`config.mk`:
```
export PLATFORM = sky130hd
export DESIGN_NAME = mem_port_arbiter
export DESIGN_NICKNAME = d
export VERILOG_FILES = /design/src/rtl/mem_port_arbiter_pkg.sv /design/src/rtl/mem_timeout_ctr.sv /design/src/rtl/mem_port_arbiter.sv
export SDC_FILE = /design/constraint.sdc
export NUM_CORES = 1
export LEC_CHECK = 0
export ABC_CLOCK_PERIOD_IN_PS = 1800
export CORE_UTILIZATION = 39
export CTS_BUF_LIST = sky130_fd_sc_hd__clkbuf_4 sky130_fd_sc_hd__clkbuf_8
export DETAILED_ROUTE_END_ITERATION = 8
export GPL_TIMING_DRIVEN = 0
export PLACE_DENSITY = 0.85
export SLEW_MARGIN = 20
export SYNTH_ARGS = -nofsm -noshare
export SYNTH_HDL_FRONTEND = slang
export SYNTH_SLANG_ARGS = --single-unit
```
`constraint.sdc`:
```
create_clock -name clk -period 1.8 [get_ports clk]
set_input_delay 0.18 -clock clk [delete_from_list [all_inputs] [get_ports clk]]
set_output_delay 0.18 -clock clk [all_outputs]
set_load 0.005 [all_outputs]
```
`src/rtl/mem_port_arbiter_pkg.sv`:
```
// Shared types for the memory-port arbiter: FSM state codes, requester IDs
// and the tie-break rule used when both requesters ask at once.
package mem_port_arbiter_pkg;

    typedef enum logic [1:0] {
        IDLE = 2'd0,
        BUSY = 2'd1,
        DONE = 2'd2
    } arb_state_t;

    typedef enum logic {
        REQ_IF = 1'b0,
        REQ_DM = 1'b1
    } req_id_t;

    // Round-robin hands a tie to whoever did not win last; fixed mode always favours data.
    function automatic req_id_t pick_requester(
        input logic    if_req,
        input logic    dm_req,
        input req_id_t last_grant,
        input logic    fixed_prio
    );
        if (if_req && dm_req) begin
            if (fixed_prio) return REQ_DM;
            return (last_grant == REQ_IF) ? REQ_DM : REQ_IF;
        end
        return dm_req ? REQ_DM : REQ_IF;
    endfunction

endpackage

```
`src/rtl/mem_timeout_ctr.sv`:
```
// Watchdog for one memory access: counts BUSY cycles and flags the last
// cycle the memory is allowed before the access is abandoned.
module mem_timeout_ctr
    import mem_port_arbiter_pkg::*;
#(
    parameter int TIMEOUT = 8
) (
    input  logic clk,
    input  logic reset,
    input  logic clear,
    input  logic enable,
    output logic expired
);

    localparam int CW = (TIMEOUT > 1) ? $clog2(TIMEOUT) : 1;
    localparam logic [CW-1:0] LAST = CW'(TIMEOUT - 1);

    logic [CW-1:0] count;

    // Saturates at LAST so a stuck enable can never wrap back to zero.
    always_ff @(posedge clk) begin
        if (reset || clear) begin
            count <= '0;
        end else if (enable && (count != LAST)) begin
            count <= count + CW'(1);
        end
    end

    assign expired = (count == LAST);

endmodule

```
`src/rtl/mem_port_arbiter.sv`:
```
// Shares the single multi-cycle memory port between instruction fetch and
// data accesses; every output is a register so the memory sees clean strobes.
module mem_port_arbiter
    import mem_port_arbiter_pkg::*;
#(
    parameter int WORD     = 16,
    parameter int ADDR     = 16,
    parameter int TIMEOUT  = 8,
    parameter int PRIORITY = 0
) (
    input  logic            clk,
    input  logic            reset,
    input  logic            if_req,
    input  logic [ADDR-1:0] if_addr,
    output logic            if_done,
    input  logic            dm_req,
    input  logic            dm_we,
    input  logic [ADDR-1:0] dm_addr,
    input  logic [WORD-1:0] dm_wdata,
    output logic            dm_done,
    output logic [WORD-1:0] rdata,
    output logic            err,
    output logic            busy,
    output logic            mem_read,
    output logic            mem_write,
    output logic [ADDR-1:0] mem_addr,
    output logic [WORD-1:0] mem_wdata,
    input  logic [WORD-1:0] mem_rdata,
    input  logic            mem_ready
);

    arb_state_t      state, state_nxt;
    req_id_t         last_grant, last_grant_nxt;
    req_id_t         owner, owner_nxt;
    req_id_t         grant;
    logic            if_done_nxt, dm_done_nxt, err_nxt, busy_nxt;
    logic            mem_read_nxt, mem_write_nxt;
    logic [ADDR-1:0] mem_addr_nxt;
    logic [WORD-1:0] mem_wdata_nxt, rdata_nxt;
    logic            expired, ctr_clear, ctr_enable, finishing;

    assign finishing  = (state == BUSY) && (mem_ready || expired);
    assign ctr_enable = (state == BUSY);
    assign ctr_clear  = (state != BUSY) || finishing;

    mem_timeout_ctr #(
        .TIMEOUT(TIMEOUT)
    ) u_timeout (
        .clk    (clk),
        .reset  (reset),
        .clear  (ctr_clear),
        .enable (ctr_enable),
        .expired(expired)
    );

    always_comb begin
        state_nxt      = state;
        last_grant_nxt = last_grant;
        owner_nxt      = owner;
        mem_read_nxt   = mem_read;
        mem_write_nxt  = mem_write;
        mem_addr_nxt   = mem_addr;
        mem_wdata_nxt  = mem_wdata;
        rdata_nxt      = rdata;
        busy_nxt       = busy;
        err_nxt        = 1'b0;
        if_done_nxt    = 1'b0;
        dm_done_nxt    = 1'b0;
        grant          = pick_requester(if_req, dm_req, last_grant, PRIORITY != 0);

        case (state)
            IDLE: begin
                if (if_req || dm_req) begin
                    owner_nxt      = grant;
                    last_grant_nxt = grant;
                    if (grant == REQ_DM) begin
                        mem_addr_nxt  = dm_addr;
                        mem_wdata_nxt = dm_wdata;
                        mem_read_nxt  = !dm_we;
                        mem_write_nxt = dm_we;
                    end else begin
                        mem_addr_nxt  = if_addr;
                        mem_wdata_nxt = '0;
                        mem_read_nxt  = 1'b1;
                        mem_write_nxt = 1'b0;
                    end
                    busy_nxt  = 1'b1;
                    state_nxt = BUSY;
                end
            end
            // A late mem_ready still counts as success even on the watchdog's last cycle.
            BUSY: begin
                if (finishing) begin
                    mem_read_nxt  = 1'b0;
                    mem_write_nxt = 1'b0;
                    err_nxt       = !mem_ready;
                    if (mem_ready && !mem_write) rdata_nxt = mem_rdata;
                    if_done_nxt   = (owner == REQ_IF);
                    dm_done_nxt   = (owner == REQ_DM);
                    state_nxt     = DONE;
                end
            end
            DONE: begin
                busy_nxt  = 1'b0;
                state_nxt = IDLE;
            end
            default: begin
                mem_read_nxt  = 1'b0;
                mem_write_nxt = 1'b0;
                busy_nxt      = 1'b0;
                state_nxt     = IDLE;
            end
        endcase
    end

    always_ff @(posedge clk) begin
        if (reset) begin
            state      <= IDLE;
            last_grant <= REQ_IF;
            owner      <= REQ_IF;
            mem_read   <= 1'b0;
            mem_write  <= 1'b0;
            mem_addr   <= '0;
            mem_wdata  <= '0;
            rdata      <= '0;
            busy       <= 1'b0;
            err        <= 1'b0;
            if_done    <= 1'b0;
            dm_done    <= 1'b0;
        end else begin
            state      <= state_nxt;
            last_grant <= last_grant_nxt;
            owner      <= owner_nxt;
            mem_read   <= mem_read_nxt;
            mem_write  <= mem_write_nxt;
            mem_addr   <= mem_addr_nxt;
            mem_wdata  <= mem_wdata_nxt;
            rdata      <= rdata_nxt;
            busy       <= busy_nxt;
            err        <= err_nxt;
            if_done    <= if_done_nxt;
            dm_done    <= dm_done_nxt;
        end
    end

endmodule

```
==> metrics.md <==
| Metric | Value |
|---|---|
| Synth warn | `0` |
| Skew final | `0.00528 ns` |
| Fin Setup TNS | `0 ns` |
| MaxCap Viol Count | `0` |
| Slew HR | `64.6%` |
| Grt met3 use | `8.99%` |
| Start point of the critical path | `state[1]` |
| Synthesized instance count | `285` |
| Hold Crit Class | `in -> reg` |
| Fmax | `661 MHz` |
| Pin slew with the least headroom to its limit | `0.530 ns` |
| Die height | `81.0 µm` |
| Crit path cell chain | `o21bai_1 > nor2_1 > buf_4 > a311oi_1` |
| Clock sink total | `60` |
| Initial antenna violation count | `0` |
| DR pass1 iterations | `4` |
| Number of global-route vias before repair | `2582` |
| Final Max Tran Viols | `0` |
| Crit path launch type | `register` |
| Syn Nets | `357` |
| Outcome | `finished, final reports clean` |
| CTS tree | `done` |
| CP arrival | `1.71 ns` |
| Die ar. | `6560 µm²` |
| Met1 GRT Util | `25.7%` |
| Number of distinct library cells after synthesis | `30` |
| # H-tree levels | `3` |
| RSZ-0062 raised after global routing | `false` |
| Via count | `2576` |
| Num rows | `28` |
| Clock Pin Slew Worst Setup and Hold Paths | `0.06 ns` |
| Routed WL | `7400 µm` |
| Max clock buf depth | `2` |
| Vias per inst | `5.17` |
| Setup CP Type | `reg -> reg` |
| Final setup viols | `0` |
| Post-CTS sizing | `0` |
| Mapped Area | `2430 µm²` |
| Root Driver | `clkbuf_8` |
| Largest net degree at the start of global routing | `11` |
| Final Critical Period | `1.51 ns` |
| Register area share after synthesis | `49.4%` |
| Worst vdd ir | `476 µV` |
| Worst path max stage delay | `0.38 ns` |
| Share of layout cells above drive strength 1 | `9.22%` |
| Final net count | `490` |
| Drt initial violations | `93` |
| Initial Util | `40.9%` |
| Synthesis-to-finish area growth | `63.3%` |
| Clk_lat worst skew | `0.33 ns` |
| Placed Instance Area | `3750 µm²` |
| Period utilization | `84.0%` |
| Number of setup buffers added after CTS | `0` |
| Antenna cells | `0` |
| Hold_buf cts | `0` |
| Routability congestion estimate | `0.762` |
| Num CTS Buffers | `9` |
| ANT nets after route | `0` |
| CP required | `1.99 ns` |
| DRC | `0` |
| Hold Slack | `0.327 ns` |
| Final hold violations | `0` |
| Synthesized flop and latch total | `60` |
| Endpoint type of the worst setup path | `register` |
| Worst Hold Launch | `reset` |
| Power density cells | `885 nW/µm²` |
| Top Ports | `124` |
| M2 GR Usage | `39.0%` |
| Critical path's slowest cell | `dfxtp_1` |
| Total GRT Usage | `23.0%` |
| I/O Buffers | `122` |
| Die Wd | `81.0 µm` |
| Final instance area | `3970 µm²` |
| Final HPWL DP | `5490 µm` |
| WL/cell | `14.8 µm` |
| Syn avg cell area | `8.54 µm²` |
| Worst reg2reg path startpoint | `state[1]` |
| Global-route wire length before repair | `11500 µm` |
| Reg2reg setup slack | `0.29 ns` |
| Leakage | `1.47 nW` |
| CORE AREA | `5960 µm²` |
| Grt peak-use layer | `met2` |
| Grt ovf | `0` |
| Critical path peak fanout | `10` |
## layout by cell type (no fill, tap or decap), types with 2 or more instances in the layout
cell	n
a31oi_1	2
clkbuf_8	10
nand4_1	17
o21ai_0	17
inv_1	2
buf_2	6
nand3_1	3
clkbuf_1	10
ha_1	2
bufinv_16	2
nand2_1	67
clkbuf_4	2
a21oi_1	51
clkbuf_2	2
nand2b_1	2
a311oi_2	3
buf_4	7
nor2_1	5
dfxtp_1	60
and2_1	3
a311oi_1	13
clkdlybuf4s50_1	122
buf_6	2
## registers in the layout (all words and copies together), names as in the netlist
name,count
busy,1
dm_done,1
err,1
if_done,1
mem_addr,16
mem_read,1
mem_wdata,16
mem_write,1
owner,1
rdata,16
state,2
u_timeout.count,3
## Yosys cell counts, drive strengths merged
master,instances,share of area (%)
nand2,67,10
dfxtp,60,49
a21oi,51,10
nand4,17,4.4
o21ai,17,3.5
a311oi,16,6.5
buf,15,4.3
clkbuf,12,2.0
nor2,5,0.77
and2,3,0.77
nand3,3,0.62
a31oi,2,0.51
ha,2,1.0
inv,2,0.31
nand2b,2,0.51
a211o,1,0.36
a21bo,1,0.41
a21boi,1,0.77
and4bb,1,0.51
nand4bb,1,0.46
nor2b,1,0.26
nor4,1,0.26
nor4b,1,0.62
o21ba,1,0.41
o21bai,1,0.31
or3,1,0.26
## worst paths after layout
| check | cells after the start | end |
|---|---|---|
| min reg2reg | 1 | u_timeout.count[0] |
| max reg2reg | 4 | mem_addr[7] |
| min | 2 | mem_addr[0] |
| max | 4 | mem_addr[7] |
## report_power, final
group	internal [mW]	leakage (nW)	switching [mW]
clock	0.846	0.113	0.512
combinational	0.394	0.864	0.291
sequential	1.42	0.492	0.0564
total	2.66	1.47	0.859
## stage by stage
step | utilization (%) | total power [mW] | cells | worst slack [ns]
CTS | 66.7 | 3.55 | 498 | 0.307
finish | 66.7 | 3.52 | 498 | 0.287
detailed placement | 62.9 | 2.19 | 482 | 0.0126
global route | 66.7 | 3.67 | 498 | 0.202
floorplan | - | 1.78 | 285 | 0.545
global placement | 62.9 | 2.16 | 482 | 0.0289
## cells by family (layout without fill, tap and decap cells)
family          count (synthesis)  in the layout  share of synthesized area, %
fa+ha+maj                       2              2                          1.03
simple gates                  103            103                          19.7
buf+inv                        29            167                          6.58
compound gates                 91             91                          23.3
flops                          60             60                          49.4
## per-layer routing
layer  wire length [µm]  part of all wire (%)
met3                603                   8.2
met1               3020                    41
met2               3670                    50
met4                102                   1.4
met5                  0                     0
## cell type report
class | count | area, µm²
flip-flops and latches | 60 | 1200
well taps | 75 | 93.8
repair buffers | 122 | 1220
fillers | 524 | 1980
multi-input cells | 196 | 1070
inverters | 2 | 7.51
plain buffers | 27 | 153
clock inverters | 4 | 72.6
clock buffers | 12 | 153
## critical path, delay by kind of cell (launching register included)
family                 cells  cell delay, ns
DFF                        1            0.38
and+or+nand+nor            1            0.38
AOI/OAI and AO/OA          2            0.34
buffers and inverters      1            0.27
No activity file was read; power rests on OpenSTA's default activity.
